--- src/rtl/config_spi_loader.sv ---
`default_nettype none
// ============================================================================
// Module      : config_spi_loader
// Description : Upstream feeder for the configuration shift register.
//               Synchronises an external 3-wire SPI-style frame (sclk, cs_n,
//               mosi) into clk. Each sclk rising edge inside a frame becomes
//               a one-cycle serialEn strobe carrying the sampled bit on
//               serialIn. The bits in each frame are counted, and the frame
//               is flagged as complete (configValid) or malformed
//               (frameError). The store tail bit is returned on spiMiso.
// Ports       : clk          system clock
//               reset        asynchronous active-high reset
//               spiSclk      external serial clock (async)
//               spiCsN       external chip select, active low (async)
//               spiMosi      external serial data in (async)
//               spiMiso      registered copy of serialOut
//               serialEn     one-cycle shift strobe to the config store
//               serialIn     data bit accompanying serialEn
//               serialOut    tail bit of the config store shift register
//               configValid  last frame had exactly SHIFT_REG_SIZE bits
//               frameError   last frame had a wrong bit count
// Revision    : 1.0 - initial release
// ============================================================================
module config_spi_loader #(
    parameter int SHIFT_REG_SIZE = 18,
    parameter int SYNC_STAGES    = 2
) (
    input  logic clk,
    input  logic reset,
    input  logic spiSclk,
    input  logic spiCsN,
    input  logic spiMosi,
    output logic spiMiso,
    output logic serialEn,
    output logic serialIn,
    input  logic serialOut,
    output logic configValid,
    output logic frameError
);

    localparam int COUNT_WIDTH = $clog2(SHIFT_REG_SIZE + 2);
    localparam logic [COUNT_WIDTH-1:0] c_full = COUNT_WIDTH'(SHIFT_REG_SIZE);
    localparam logic [COUNT_WIDTH-1:0] c_sat  = COUNT_WIDTH'(SHIFT_REG_SIZE + 1);

    typedef enum logic [1:0] {
        S_IDLE  = 2'd0,
        S_SHIFT = 2'd1,
        S_CHECK = 2'd2
    } state_t;

    // ------------------------------------------------------------------
    // Pin synchronisers and edge history
    // ------------------------------------------------------------------
    logic [SYNC_STAGES-1:0] r_sclk_sync;
    logic [SYNC_STAGES-1:0] r_cs_sync;
    logic [SYNC_STAGES-1:0] r_mosi_sync;
    logic                   r_sclk_hist;
    logic                   r_cs_hist;

    // Fills with ones after reset. Edges are ignored until the synchronisers
    // have been flushed with real pin values, so a cs_n that is already low
    // at reset release is not seen as a falling edge.
    logic [SYNC_STAGES:0]   r_warm;

    logic w_ready;
    logic w_sclk_rise;
    logic w_cs_fall;
    logic w_cs_rise;

    // Edge detects registered once more before the FSM; mosi travels
    // alongside so serialIn stays aligned with its strobe.
    logic r_sclk_rise_q;
    logic r_cs_fall_q;
    logic r_cs_rise_q;
    logic r_mosi_q;

    always_ff @(posedge clk or posedge reset) begin
        if (reset) begin
            r_sclk_sync   <= '0;
            r_cs_sync     <= '1;
            r_mosi_sync   <= '0;
            r_sclk_hist   <= 1'b0;
            r_cs_hist     <= 1'b1;
            r_warm        <= '0;
            r_sclk_rise_q <= 1'b0;
            r_cs_fall_q   <= 1'b0;
            r_cs_rise_q   <= 1'b0;
            r_mosi_q      <= 1'b0;
        end else begin
            r_sclk_sync   <= {r_sclk_sync[SYNC_STAGES-2:0], spiSclk};
            r_cs_sync     <= {r_cs_sync[SYNC_STAGES-2:0], spiCsN};
            r_mosi_sync   <= {r_mosi_sync[SYNC_STAGES-2:0], spiMosi};
            r_sclk_hist   <= r_sclk_sync[SYNC_STAGES-1];
            r_cs_hist     <= r_cs_sync[SYNC_STAGES-1];
            r_warm        <= {r_warm[SYNC_STAGES-1:0], 1'b1};
            r_sclk_rise_q <= w_sclk_rise;
            r_cs_fall_q   <= w_cs_fall;
            r_cs_rise_q   <= w_cs_rise;
            r_mosi_q      <= r_mosi_sync[SYNC_STAGES-1];
        end
    end

    assign w_ready     = r_warm[SYNC_STAGES];
    assign w_sclk_rise = w_ready &  r_sclk_sync[SYNC_STAGES-1] & ~r_sclk_hist;
    assign w_cs_fall   = w_ready & ~r_cs_sync[SYNC_STAGES-1]   &  r_cs_hist;
    assign w_cs_rise   = w_ready &  r_cs_sync[SYNC_STAGES-1]   & ~r_cs_hist;

    // ------------------------------------------------------------------
    // Frame FSM
    // ------------------------------------------------------------------
    state_t                 r_state;
    state_t                 w_state_nxt;
    logic [COUNT_WIDTH-1:0] r_count;
    logic [COUNT_WIDTH-1:0] w_count_nxt;
    logic                   r_serial_en;
    logic                   w_serial_en_nxt;
    logic                   r_serial_in;
    logic                   w_serial_in_nxt;
    logic                   r_cfg_valid;
    logic                   w_cfg_valid_nxt;
    logic                   r_frame_err;
    logic                   w_frame_err_nxt;
    logic                   r_miso;

    always_ff @(posedge clk or posedge reset) begin
        if (reset) begin
            r_state     <= S_IDLE;
            r_count     <= '0;
            r_serial_en <= 1'b0;
            r_serial_in <= 1'b0;
            r_cfg_valid <= 1'b0;
            r_frame_err <= 1'b0;
            r_miso      <= 1'b0;
        end else begin
            r_state     <= w_state_nxt;
            r_count     <= w_count_nxt;
            r_serial_en <= w_serial_en_nxt;
            r_serial_in <= w_serial_in_nxt;
            r_cfg_valid <= w_cfg_valid_nxt;
            r_frame_err <= w_frame_err_nxt;
            r_miso      <= serialOut;
        end
    end

    always_comb begin
        w_state_nxt     = r_state;
        w_count_nxt     = r_count;
        w_serial_en_nxt = 1'b0;
        w_serial_in_nxt = r_serial_in;
        w_cfg_valid_nxt = r_cfg_valid;
        w_frame_err_nxt = r_frame_err;
        case (r_state)
            S_IDLE: begin
                if (r_cs_fall_q) begin
                    w_count_nxt     = '0;
                    w_cfg_valid_nxt = 1'b0;
                    w_frame_err_nxt = 1'b0;
                    w_state_nxt     = S_SHIFT;
                end
            end
            S_SHIFT: begin
                // cs_n rising wins; a coincident sclk edge is dropped.
                if (r_cs_rise_q) begin
                    w_state_nxt = S_CHECK;
                end else if (r_sclk_rise_q) begin
                    w_serial_en_nxt = 1'b1;
                    w_serial_in_nxt = r_mosi_q;
                    // Saturate one past full so an overrun is never aliased
                    // back onto a legal count.
                    if (r_count != c_sat) begin
                        w_count_nxt = r_count + 1'b1;
                    end
                end
            end
            S_CHECK: begin
                if (r_count == c_full) begin
                    w_cfg_valid_nxt = 1'b1;
                end else begin
                    w_frame_err_nxt = 1'b1;
                end
                w_state_nxt = S_IDLE;
            end
            default: begin
                w_state_nxt = S_IDLE;
            end
        endcase
    end

    assign serialEn    = r_serial_en;
    assign serialIn    = r_serial_in;
    assign configValid = r_cfg_valid;
    assign frameError  = r_frame_err;
    assign spiMiso     = r_miso;

endmodule
`default_nettype wire

--- config.mk ---
export PLATFORM = sky130hd
export DESIGN_NAME = config_spi_loader
export DESIGN_NICKNAME = d
export VERILOG_FILES = /design/src/rtl/config_spi_loader.sv
export SDC_FILE = /design/constraint.sdc
export NUM_CORES = 1
export LEC_CHECK = 0
export CAP_MARGIN = 30
export CORE_MARGIN = 2
export CORE_UTILIZATION = 60
export CTS_BUF_LIST = sky130_fd_sc_hd__clkbuf_8
export DETAILED_ROUTE_END_ITERATION = 8
export PLACE_DENSITY = 0.83
export SYNTH_ARGS = -nofsm -noshare
export SYNTH_HDL_FRONTEND = slang
export SYNTH_SLANG_ARGS = --single-unit
--- constraint.sdc ---
create_clock -name clk -period 3.2 [get_ports clk]
set_input_delay 0.48 -clock clk [delete_from_list [all_inputs] [get_ports clk]]
set_output_delay 0.48 -clock clk [all_outputs]
set_load 0.02 [all_outputs]
# Yosys cells after proc, flatten, opt, wreduce, memory -nomap -nowiden
# Index checks and enable logic that the tools add are counted.
[classes] n_addsub=1 n_eq_ne=11 n_mux=16 bitwise=10 reduce_logical=8
[ops] cell="two-way mux 5 bit" n=4
[ops] cell="inequality test 2 bit (second input constant)" n=7
[ops] cell="one-hot mux 5 bit (2 select lines)" n=1
[ops] cell="AND reduction 3 bit" n=3
[ops] cell="AND 1 bit" n=6
[ops] cell="two-way mux 1 bit" n=6
[ops] cell="adder 5 x 1 -> 5 bit (second input constant)" n=1
[ops] cell="== test 5 bit (second input constant)" n=1
[ops] cell="inequality test 5 bit (second input constant)" n=1
[ops] cell="AND reduction 5 bit" n=1
[ops] cell="two-way mux 2 bit" n=2
[ops] cell="inverter 1 bit" n=4
[ops] cell="one-hot mux 1 bit (2 select lines)" n=2
[ops] cell="one-hot mux 2 bit (2 select lines)" n=1
[ops] cell="nonzero test 2 bit" n=2
[ops] cell="== test 2 x 1 -> 1 bit (second input constant)" n=1
[ops] cell="== test 2 bit (second input constant)" n=1
[ops] cell="logical NOT 2 bit" n=1
[ops] cell="AND reduction 2 bit" n=1
[totals] regBits=27 inputBits=6 elab_cells=63

# Logic depth before layout (Yosys ltp)
# Gate-level depths: netlist of the first run.
[logic_depth] word_depth=5 ltp_mapped=5 mapped_depth_nobuf=5

# Least setup slack after synthesis of the first run
# No wires, ideal clock.
[synth_timing] kind="register to register" from="reg r_count[1]" to="reg r_count[1]" t_arrival_ns=1.263 required_time_ns=3.075 path_slack_ns=1.812 path_stages_with_launch=5 path_cell_list="dfrtp_1 -> ha_1 -> nand4bb_1 -> a21o_1 -> mux2_4"
[synth_via] elab_chain_cells=5 elab_cells_between_ends=8
[synth_lines] element="from (decl)" line_no="113" rtl="logic [COUNT_WIDTH-1:0] r_count;"
[synth_lines] element="from (signal assigned)" line_no="136" rtl="r_count <= w_count_nxt;"
[synth_lines] element="adder 5 x 1 -> 5 bit" line_no="171" rtl="w_count_nxt = r_count + 1'b1;"
[synth_lines] element="two-way mux 5 bit" line_no="170" rtl="if (r_count != c_sat) begin"
[synth_lines] element="two-way mux 5 bit" line_no="165" rtl="end else if (r_sclk_rise_q) begin"
[synth_lines] element="two-way mux 5 bit" line_no="163" rtl="if (r_cs_rise_q) begin"
[synth_lines] element="one-hot mux 5 bit (2 select lines)" line_no="152" rtl="case (r_state)"
# Several ways; a longest one is shown, not always the timed one. The select of a mux whose other input is x is not followed.
# A chain may end at the register's enable or synchronous reset.

# Worst setup path in the final report of the first run
[layout_timing] from="reg r_cfg_valid, in the netlist configValid" to="out configValid"
[layout_rtl] element="from (decl)" line_no="119" rtl="logic r_cfg_valid;"
[layout_rtl] element="from (signal assigned)" line_no="139" rtl="r_cfg_valid <= w_cfg_valid_nxt;"
[layout_rtl] element="to (decl)" line_no="37" rtl="output logic configValid,"
# No word-level cell between the ends.

==> results of run 1 <==
registers in the layout, summed over array words and instances (netlist names):
register       cells
serialIn           1
configValid        1
serialEn           1
r_cs_sync          2
r_cs_fall_q        1
r_sclk_sync        2
r_sclk_hist        1
r_state            2
spiMiso            1
r_warm             3
r_cs_rise_q        1
frameError         1
r_sclk_rise_q      1
r_mosi_q           1
r_mosi_sync        2
r_cs_hist          1
r_count            5
final cells by class:
cell class              instances  share of cell area, %
well taps                      16                   1.76
repair buffers                 10                   8.82
clock buffers                   3                   3.64
inverters                       3                  0.992
multi-input cells              40                   24.6
clock inverters                 1                  0.331
flip-flops and latches         27                   59.9
worst register-to-register path, cell delays in order, from the launching register on:
cell	delay, ns
dfrtp_1	0.44
and4bb_1	0.45
a21o_1	0.24
mux2_4	0.32
cell families (layout without fill, tap and decap cells):
group	count (synthesis)	after routing	synth area share [%]
buffers and inverters	4	17	2.30
multiplexers	2	2	2.68
flip-flops	27	27	69.3
adder cells (fa/ha/maj)	2	2	2.55
other	1	1	0.382
AND/OR/NAND/NOR	22	22	13.6
AO/OA/AOI/OAI	13	13	9.18
cells in the mapped netlist, types with 2 or more instances:
| master | number |
|---|---|
| inv_1 | 3 |
| dfrtp_1 | 24 |
| a41oi_1 | 2 |
| a21oi_1 | 3 |
| nand3_1 | 3 |
| ha_1 | 2 |
| nor2_1 | 4 |
| nand2_1 | 4 |
| dfstp_2 | 3 |
| a31oi_1 | 2 |
| nand2b_1 | 3 |
layout by cell type (no fill, tap or decap), types with 2 or more instances in the layout:
cell type,netlist,final
nand2_1,4,4
a21oi_1,3,3
a41oi_1,2,2
a31oi_1,2,2
dfrtp_1,24,24
ha_1,2,2
nand3_1,3,3
nand2b_1,3,3
nor2_1,4,4
inv_1,3,4
clkdlybuf4s50_1,0,10
clkbuf_8,0,3
dfstp_2,3,3
routing by layer:
layer  part of all wire [%]  vias to the layer above
met3                    3.1                        0
met1                     48                      260
met4                      0                        0
met2                     49                       11
met5                      0                        -
li1                       -                      273
path summary, 6_finish.rpt:
check,startpoint,end,slack [ns],cells past startpoint
min in group asynchronous,reset,spiMiso,0.72,2
max in group asynchronous,reset,configValid,1.92,2
hold reg to reg,r_mosi_sync[1],r_mosi_q,0.36,0
setup reg to reg,r_state[1],r_count[1],1.65,3
hold / removal,r_mosi_sync[1],r_mosi_q,0.36,0
setup / recovery,configValid,configValid,1.48,1
through the flow:
stage               area, sq um  hold WS [ns]  total power (uW)  std cells
global placement           1090         0.335               546         96
finish                     1130         0.357               717        100
global route               1130         0.368               761        100
detailed placement         1090         0.337               550         96
floorplan                   981         0.331               499         71
CTS                        1130         0.358               722        100
power groups by stage:
stage | Combinational [uW] | Sequential (uW) | Clock, uW
6_report | 131 | 414 | 173
5_1_grt | 146 | 419 | 196
4_1_cts | 133 | 413 | 177
3_5_place_dp | 131 | 420 | 0
3_3_place_gp | 129 | 417 | 0
2_1_floorplan | 69.8 | 429 | 0
==> results.yml, run 1 <==
outcome:
  status: "finished, final reports clean"
synthesis:
  synth_ff_type: "dfrtp_1"
  synth_top_cell_area_share_pct: 61.2
  syn_area_sq_um: 981
  synth_area_leaders: "dfrtp_1 (61%), dfstp_2 (8.0%), ha_1 (2.6%)"
  synth_nets: 79
  synth-edff-count: 0
  seq_area_frac_synth_pct: 69.3
  synth_seq_cells: 27
  yosysTopAreaCell: "dfrtp_1"
  synth-async-reset-ratio_pct: 100
  yosysWarningCount: 0
  ys_types: 29
  syn_avg_cell_area_sq_um: 13.8
  synthCells: 71
clock_network:
  clkSinkCount: 27
  root_buffer: "clkbuf_8"
  cts_tree: "done"
  clkTransAtPathRegs_ns: 0.08
  cts_hold_buf: 0
  cts_resized: 0
  max-clock-path-buffers: 2
  post_cts_buffers: 0
  cts_htree_levels: 1
  clk_latency_ns: 0.26
  cts_buffers: 3
detailed_routing:
  via_per_inst: 5.44
  drcViolationCount: 0
  vias: 544
  first_iter_violations: 5
  first_pass_iters: 4
  wl_um: 1370
  final_antenna_net_count: 0
  routedWlPerCell_um: 13.7
placed_design:
  pre_cts_ws_ns: 1.58
  io_buffers: 10
  gp_congestion: 0.793
  place_hpwl_um: 1010
timing:
  rsz0062_at_grt: "no"
  layout_min_cycle_time_ns: 1.72
  setup_viol: 0
  clock-skew-final_ns: 0.00457
  fmax_mhz: 583
  fin_ws_ns: 1.48
  fin_crit_sh_pct: 53.6
  maxSlewHeadroom_pct: 38.5
  drv_slew: 0
  tightest_slew_ns: 0.921
  hold_viol_final: 0
  tns_ns: 0
floorplanning:
  fp.dieH_um: 44.4
  coreArea_sq_um: 1520
  die_area_sq_um: 1970
  io_pins: 11
  initial_core_util_pct: 64.4
  die_w_um: 44.4
  rows: 14
critical_path:
  cp_cell_sequence: "clkdlybuf4s50_1"
  critPathMaxFanout: 3
  crit_type: "reg -> out"
  max_stage_delay_ns: 0.61
  crit_arrival_ns: 1.24
  cp.required_ns: 2.72
  startpoint_type: "flop"
  critPathSlowestCell: "clkdlybuf4s50_1"
  critPathBufInv: 1
  endpoint_kind: "primary output"
  cp_top_family: "buffers and inverters"
pwr:
  p_clk_share_pct: 24.1
  p_leak_uw: 0.000525
  power_switching_uw: 184
  power_density_nw_per_um2: 632
  comb_power_share_pct: 18.2
  power_frac_seq_pct: 57.7
  p_sw_share_pct: 25.6
  ir_drop_v: 0.000477
  p_int_uw: 534
global_routing:
  top_usage_layer: "met2"
  grt_max_degree: 28
  grtUsageTotal_pct: 16.4
  antenna_found_initial: 0
  grt_pass1_wl_um: 2280
  grtUsageMet3_pct: 2.04
  grt_pass1_vias: 555
  grt-ovfl-total: 0
  met2_usage_pct: 26.2
  grtUsageMet1_pct: 23.1
final_layout:
  n_antenna_cell: 0
  regArea_sq_um: 679
  multiInputGateArea_sq_um: 279
  fillers: 107
  fin_nets: 93
  layout-drive-gt1-share_pct: 9.52
  area_growth_pct: 15.7
  final_util_pct: 74.5
min_path:
  min_path_type: "reg -> reg"
run:
  maxCapViolCount: 0
Power figures use the tool's default switching activity.
==> run 2: changes to the inputs <==
--- a/config.mk
+++ b/config.mk
@@ -7,10 +7,10 @@
 export LEC_CHECK = 0
 export CAP_MARGIN = 30
 export CORE_MARGIN = 2
-export CORE_UTILIZATION = 60
+export CORE_UTILIZATION = 51
 export CTS_BUF_LIST = sky130_fd_sc_hd__clkbuf_8
 export DETAILED_ROUTE_END_ITERATION = 8
-export PLACE_DENSITY = 0.83
+export PLACE_DENSITY = 0.75
 export SYNTH_ARGS = -nofsm -noshare
 export SYNTH_HDL_FRONTEND = slang
 export SYNTH_SLANG_ARGS = --single-unit
==> constraint.sdc (replaced) <==
create_clock -name clk -period 1.4 [get_ports clk]
set_input_delay 0.21 -clock clk [delete_from_list [all_inputs] [get_ports clk]]
set_output_delay 0.21 -clock clk [all_outputs]
set_load 0.02 [all_outputs]
==> run 2 against run 1 <==
  * The run now ends with setup timing left
  * Count of clock-buffer cells in the layout stayed put
  * Clock power is 140% higher
  * Critical path depth is 3 higher
==> results.yml, run 2 (synthesis results as in run 1) <==
outcome:
  status: "complete, but fails checks"
  failed_checks: "setup timing"
floorplanning:
  rows: 15
  die_w_um: 47.9
  initial_core_util_pct: 55.6
  die_area_sq_um: 2290
  io_pins: 11
  coreArea_sq_um: 1760
  fp.dieH_um: 47.9
final_layout:
  reg_top3: "r_count x5, r_warm x3"
  regArea_sq_um: 681
  regMostFlops: "r_count"
  final_cell_mix: "dfrtp_1 (23), buf_4 (7), clkdlybuf4s50_1 (5), dlygate4sd2_1 (5)"
  n_antenna_cell: 0
  largest_register_ffs: 5
  layout-drive-gt1-share_pct: 28.7
  fin_nets: 103
  final_common_cell: "dfrtp_1"
  area_growth_pct: 30.7
  final_util_pct: 72.7
  multiInputGateArea_sq_um: 324
  fillers: 124
global_routing:
  grt_pass1_vias: 590
  grt-ovfl-total: 0
  antenna_found_initial: 0
  grtUsageTotal_pct: 16.9
  grt_max_degree: 28
  grt_pass1_wl_um: 2590
timing:
  fin_crit_sh_pct: 104
  rsz0062_at_grt: "yes"
  layout_min_cycle_time_ns: 1.45
  tns_ns: -0.0716
  drv_slew: 0
  fin_ws_ns: -0.0499
  setup_viol: 3
  clock-skew-final_ns: 0.00195
  hold_viol_final: 0
  fmax_mhz: 690
pwr:
  power_density_nw_per_um2: 1360
  p_leak_uw: 0.000598
  ir_drop_v: 0.000941
run:
  maxCapViolCount: 0
clock_network:
  clkTransAtPathRegs_ns: 0.08
  max-clock-path-buffers: 2
  root_buffer: "clkbuf_8"
  clkSinkCount: 27
  cts_htree_levels: 1
  clk_latency_ns: 0.27
  cts_buffers: 3
  cts_tree: "done"
critical_path:
  endpoint_kind: "flop"
  critPathSlowestCell: "dfrtp_1"
  critical_path.startpoint: "r_count[1]"
  reg2reg_from: "r_count[1]"
  startpoint_type: "flop"
  max_stage_delay_ns: 0.43
  crit_arrival_ns: 1.61
  crit_type: "reg -> reg"
  critPathMaxFanout: 4
  cp_cell_sequence: "ha_2 -> nand4bb_1 -> a21o_1 -> mux2_4"
  cp.required_ns: 1.56
detailed_routing:
  vias: 616
  first_pass_iters: 5
  final_antenna_net_count: 0
  drcViolationCount: 0
  via_per_inst: 5.18
  wl_um: 1630
  first_iter_violations: 7
  routedWlPerCell_um: 13.7
placed_design:
  io_buffers: 10
  place_hpwl_um: 1060
  gp_congestion: 0.963
min_path:
  min_path_type: "in -> async"
## run 2: changes by cell type in the layout (fill, tap and decap cells not counted), sizes merged
cell	before	now
clkdlybuf4s50	10	5
inv	4	3
clkinv	0	1
dlygate4sd2	0	5
buf	0	10
## run 2: worst paths after layout
path	endpoint	slack, ns	cells past startpoint
max reg2reg	r_count[1]	-0.05	4
min	configValid	0.26	3
min in group clk	r_cs_sync[0]	0.34	1
min reg2reg	r_sclk_sync[1]	0.35	0
max	r_count[1]	-0.05	4
max in group asynchronous	r_cs_hist	0.92	3
## run 2: report_power, final
group	internal (uW)	switching (uW)	total, uW	leakage [uW]
logic	200	183	383	0.000238
clock network	199	221	420	0.0000255
registers	869	76.4	945	0.000335
total	1270	481	1750	0.000598
## run 2: layer usage
metal  track usage (%)  wire (um)
met5                 0          0
met1              20.7        724
met2              28.0        836
met3              3.77         50
met4              8.11         23
## run 2: cell type report
class	instances	share of cell area, %
Clock buffer	3	3.22
Tap cell	25	2.44
Multi-Input combinational cell	40	25.3
Inverter	3	0.878
Timing Repair Buffer	20	14.7
Sequential cell	27	53.1
Clock inverter	1	0.390
## run 2: stage by stage
step                      setup slack (ns)  hold slack [ns]  area, sq um  std cells  power, uW
after global routing               -0.0980            0.283         1280        119       1830
after floorplan                     0.0120            0.214          981         71       1140
final                              -0.0499            0.259         1280        119       1750
after CTS                         0.000201            0.261         1230        118       1740
after detailed placement           0.00639            0.336         1170        112       1300
after global placement              0.0321            0.333         1170        112       1280
## run 2: repair_timing
item | in CTS | in global routing
hold buffers | 0 | 0
buffers inserted | 2 | 3
pin swaps | 0 | 3
endpoints found under the setup margin | 8 | 7
gates resized for setup | 6 | 11
## run 2: worst max-delay path, delay by kind of cell (launching register included)
family	cells	cell delay [ns]
flip-flops	1	0.43
multiplexers	1	0.30
AO/OA/AOI/OAI	1	0.24
adder cells (fa/ha/maj)	1	0.20
AND/OR/NAND/NOR	1	0.16
==> run 3: changes to the inputs <==
--- a/config.mk
+++ b/config.mk
@@ -11,6 +11,7 @@
 export CTS_BUF_LIST = sky130_fd_sc_hd__clkbuf_8
 export DETAILED_ROUTE_END_ITERATION = 8
 export PLACE_DENSITY = 0.75
+export SETUP_SLACK_MARGIN = 0.4
 export SYNTH_ARGS = -nofsm -noshare
 export SYNTH_HDL_FRONTEND = slang
 export SYNTH_SLANG_ARGS = --single-unit
==> run 3 against run 2 <==
  * The flow now finishes without violations
  * Critical endpoint unchanged
  * Non-clock buffer count increased by 9
  * Cell area increased by 11%
  * Largest power group unchanged
  * Flip-flop and latch count unchanged
  * Worst hold slack improved by 0.0012 ns
  * Cell count increased by 7.6%
  * Combinational power increased by 52%
  * First-iteration DRC count increased by 14%
  * Register-to-register slack improved by 0.09 ns
  * Core utilization increased by 7.9 points
  * Sequential share of layout area decreased by 5.1 points
  * Maximum frequency increased by 6.6%
==> results.yml, run 3 (synthesis results as in run 1) <==
outcome:
  status: "finished, final reports clean"
critical_path:
  critical_path.startpoint: "r_count[0]"
  r2r_slack_ns: 0.04
  crit_type: "reg -> reg"
  endpoint_kind: "flop"
  reg2reg_from: "r_count[0]"
  startpoint_type: "flop"
  critPathMaxFanout: 4
  crit_arrival_ns: 1.52
  cp.required_ns: 1.56
floorplanning:
  fp.dieH_um: 47.9
  initial_core_util_pct: 55.6
  die_w_um: 47.9
  coreArea_sq_um: 1760
  rows: 15
  io_pins: 11
  die_area_sq_um: 2290
global_routing:
  grtUsageTotal_pct: 19.7
  grt_max_degree: 28
  grt_pass1_wl_um: 2970
  grt-ovfl-total: 0
  grt_pass1_vias: 689
  antenna_found_initial: 0
final_layout:
  final_common_cell: "dfrtp_1"
  reg_top3: "r_count x5, r_warm x3"
  final_util_pct: 80.6
  area_growth_pct: 45.0
  regMostFlops: "r_count"
  multiInputGateArea_sq_um: 369
  regArea_sq_um: 682
  n_antenna_cell: 0
  fin_nets: 112
  layout-drive-gt1-share_pct: 44.7
  instances_no_fill: 128
  fillers: 105
  largest_register_ffs: 5
  final_cell_mix: "dfrtp_1 (22), buf_4 (13), buf_6 (10)"
detailed_routing:
  via_per_inst: 5.10
  routedWlPerCell_um: 14.3
  vias: 653
  final_antenna_net_count: 0
  first_pass_iters: 3
  wl_um: 1820
  drcViolationCount: 0
  first_iter_violations: 8
clock_network:
  clkTransAtPathRegs_ns: 0.09
  cts_buffers: 3
  clk_latency_ns: 0.27
  cts_tree: "done"
  clkSinkCount: 27
  max-clock-path-buffers: 2
  root_buffer: "clkbuf_8"
  cts_htree_levels: 1
timing:
  clock-skew-final_ns: 0.00525
  drv_slew: 0
  fin_crit_sh_pct: 97.1
  tns_ns: 0
  hold_viol_final: 0
  rsz0062_at_grt: "yes"
  setup_viol: 0
  fmax_mhz: 735
  layout_min_cycle_time_ns: 1.36
pwr:
  p_leak_uw: 0.000650
  ir_drop_v: 0.000992
  power_density_nw_per_um2: 1380
placed_design:
  dp_cells: 113
  gp_congestion: 0.869
  place_hpwl_um: 1130
  io_buffers: 10
run:
  maxCapViolCount: 0
min_path:
  min_path_type: "in -> async"
==> run 3: critical path: stages, from the launching register on <==
cell	delay [ns]
dfrtp_2	0.45
ha_4	0.18
nand4bb_1	0.12
a21o_1	0.19
mux2_4	0.31
==> run 3: what timing repair did <==
item,4_1_cts,5_1_grt
setup endpoints to repair,14,14
pin swaps,7,5
setup buffers,7,4
hold buffers,0,0
resized for setup,35,16
==> run 3: worst paths after layout <==
check / to / cells after the start
hold / removal: configValid / 3
min in group clk: r_cs_sync[0] / 1
max in group asynchronous: r_cs_hist / 3
setup / recovery: r_count[1] / 4
hold reg to reg: r_mosi_q / 0
setup reg to reg: r_count[1] / 4
==> run 3: where the power goes <==
group	total, uW	switching, uW	internal, uW
sequential	950	78.9	871
combinational	581	251	330
clock	429	230	199
==> run 3: cell type report <==
type | count | area share, %
Sequential cell | 27 | 47.9
Timing Repair Buffer | 29 | 19.7
Clock buffer | 3 | 2.90
Inverter | 3 | 0.967
Clock inverter | 1 | 0.352
Tap cell | 25 | 2.20
Multi-Input combinational cell | 40 | 25.9
==> run 3: layer usage <==
| layer | routed length (um) | up-vias | GRT usage [%] |
|---|---|---|---|
| met2 | 938 | 13 | 31.2 |
| met5 | 0 | - | 0 |
| met4 | 58 | 0 | 10.3 |
| met3 | 55 | 5 | 3.77 |
| li1 | - | 308 | - |
| met1 | 771 | 327 | 25.8 |
==> run 3: metrics by stage <==
stage / power (uW) / setup slack (ns) / instance area, sq um / hold WS [ns]
finish: 1960 / 0.0401 / 1420 / 0.260
global route: 2060 / -0.0544 / 1420 / 0.291
floorplan: 1150 / 0.0338 / 998 / 0.214
detailed placement: 1330 / -0.00396 / 1190 / 0.336
CTS: 1870 / 0.0104 / 1340 / 0.265
global placement: 1310 / 0.0781 / 1190 / 0.334
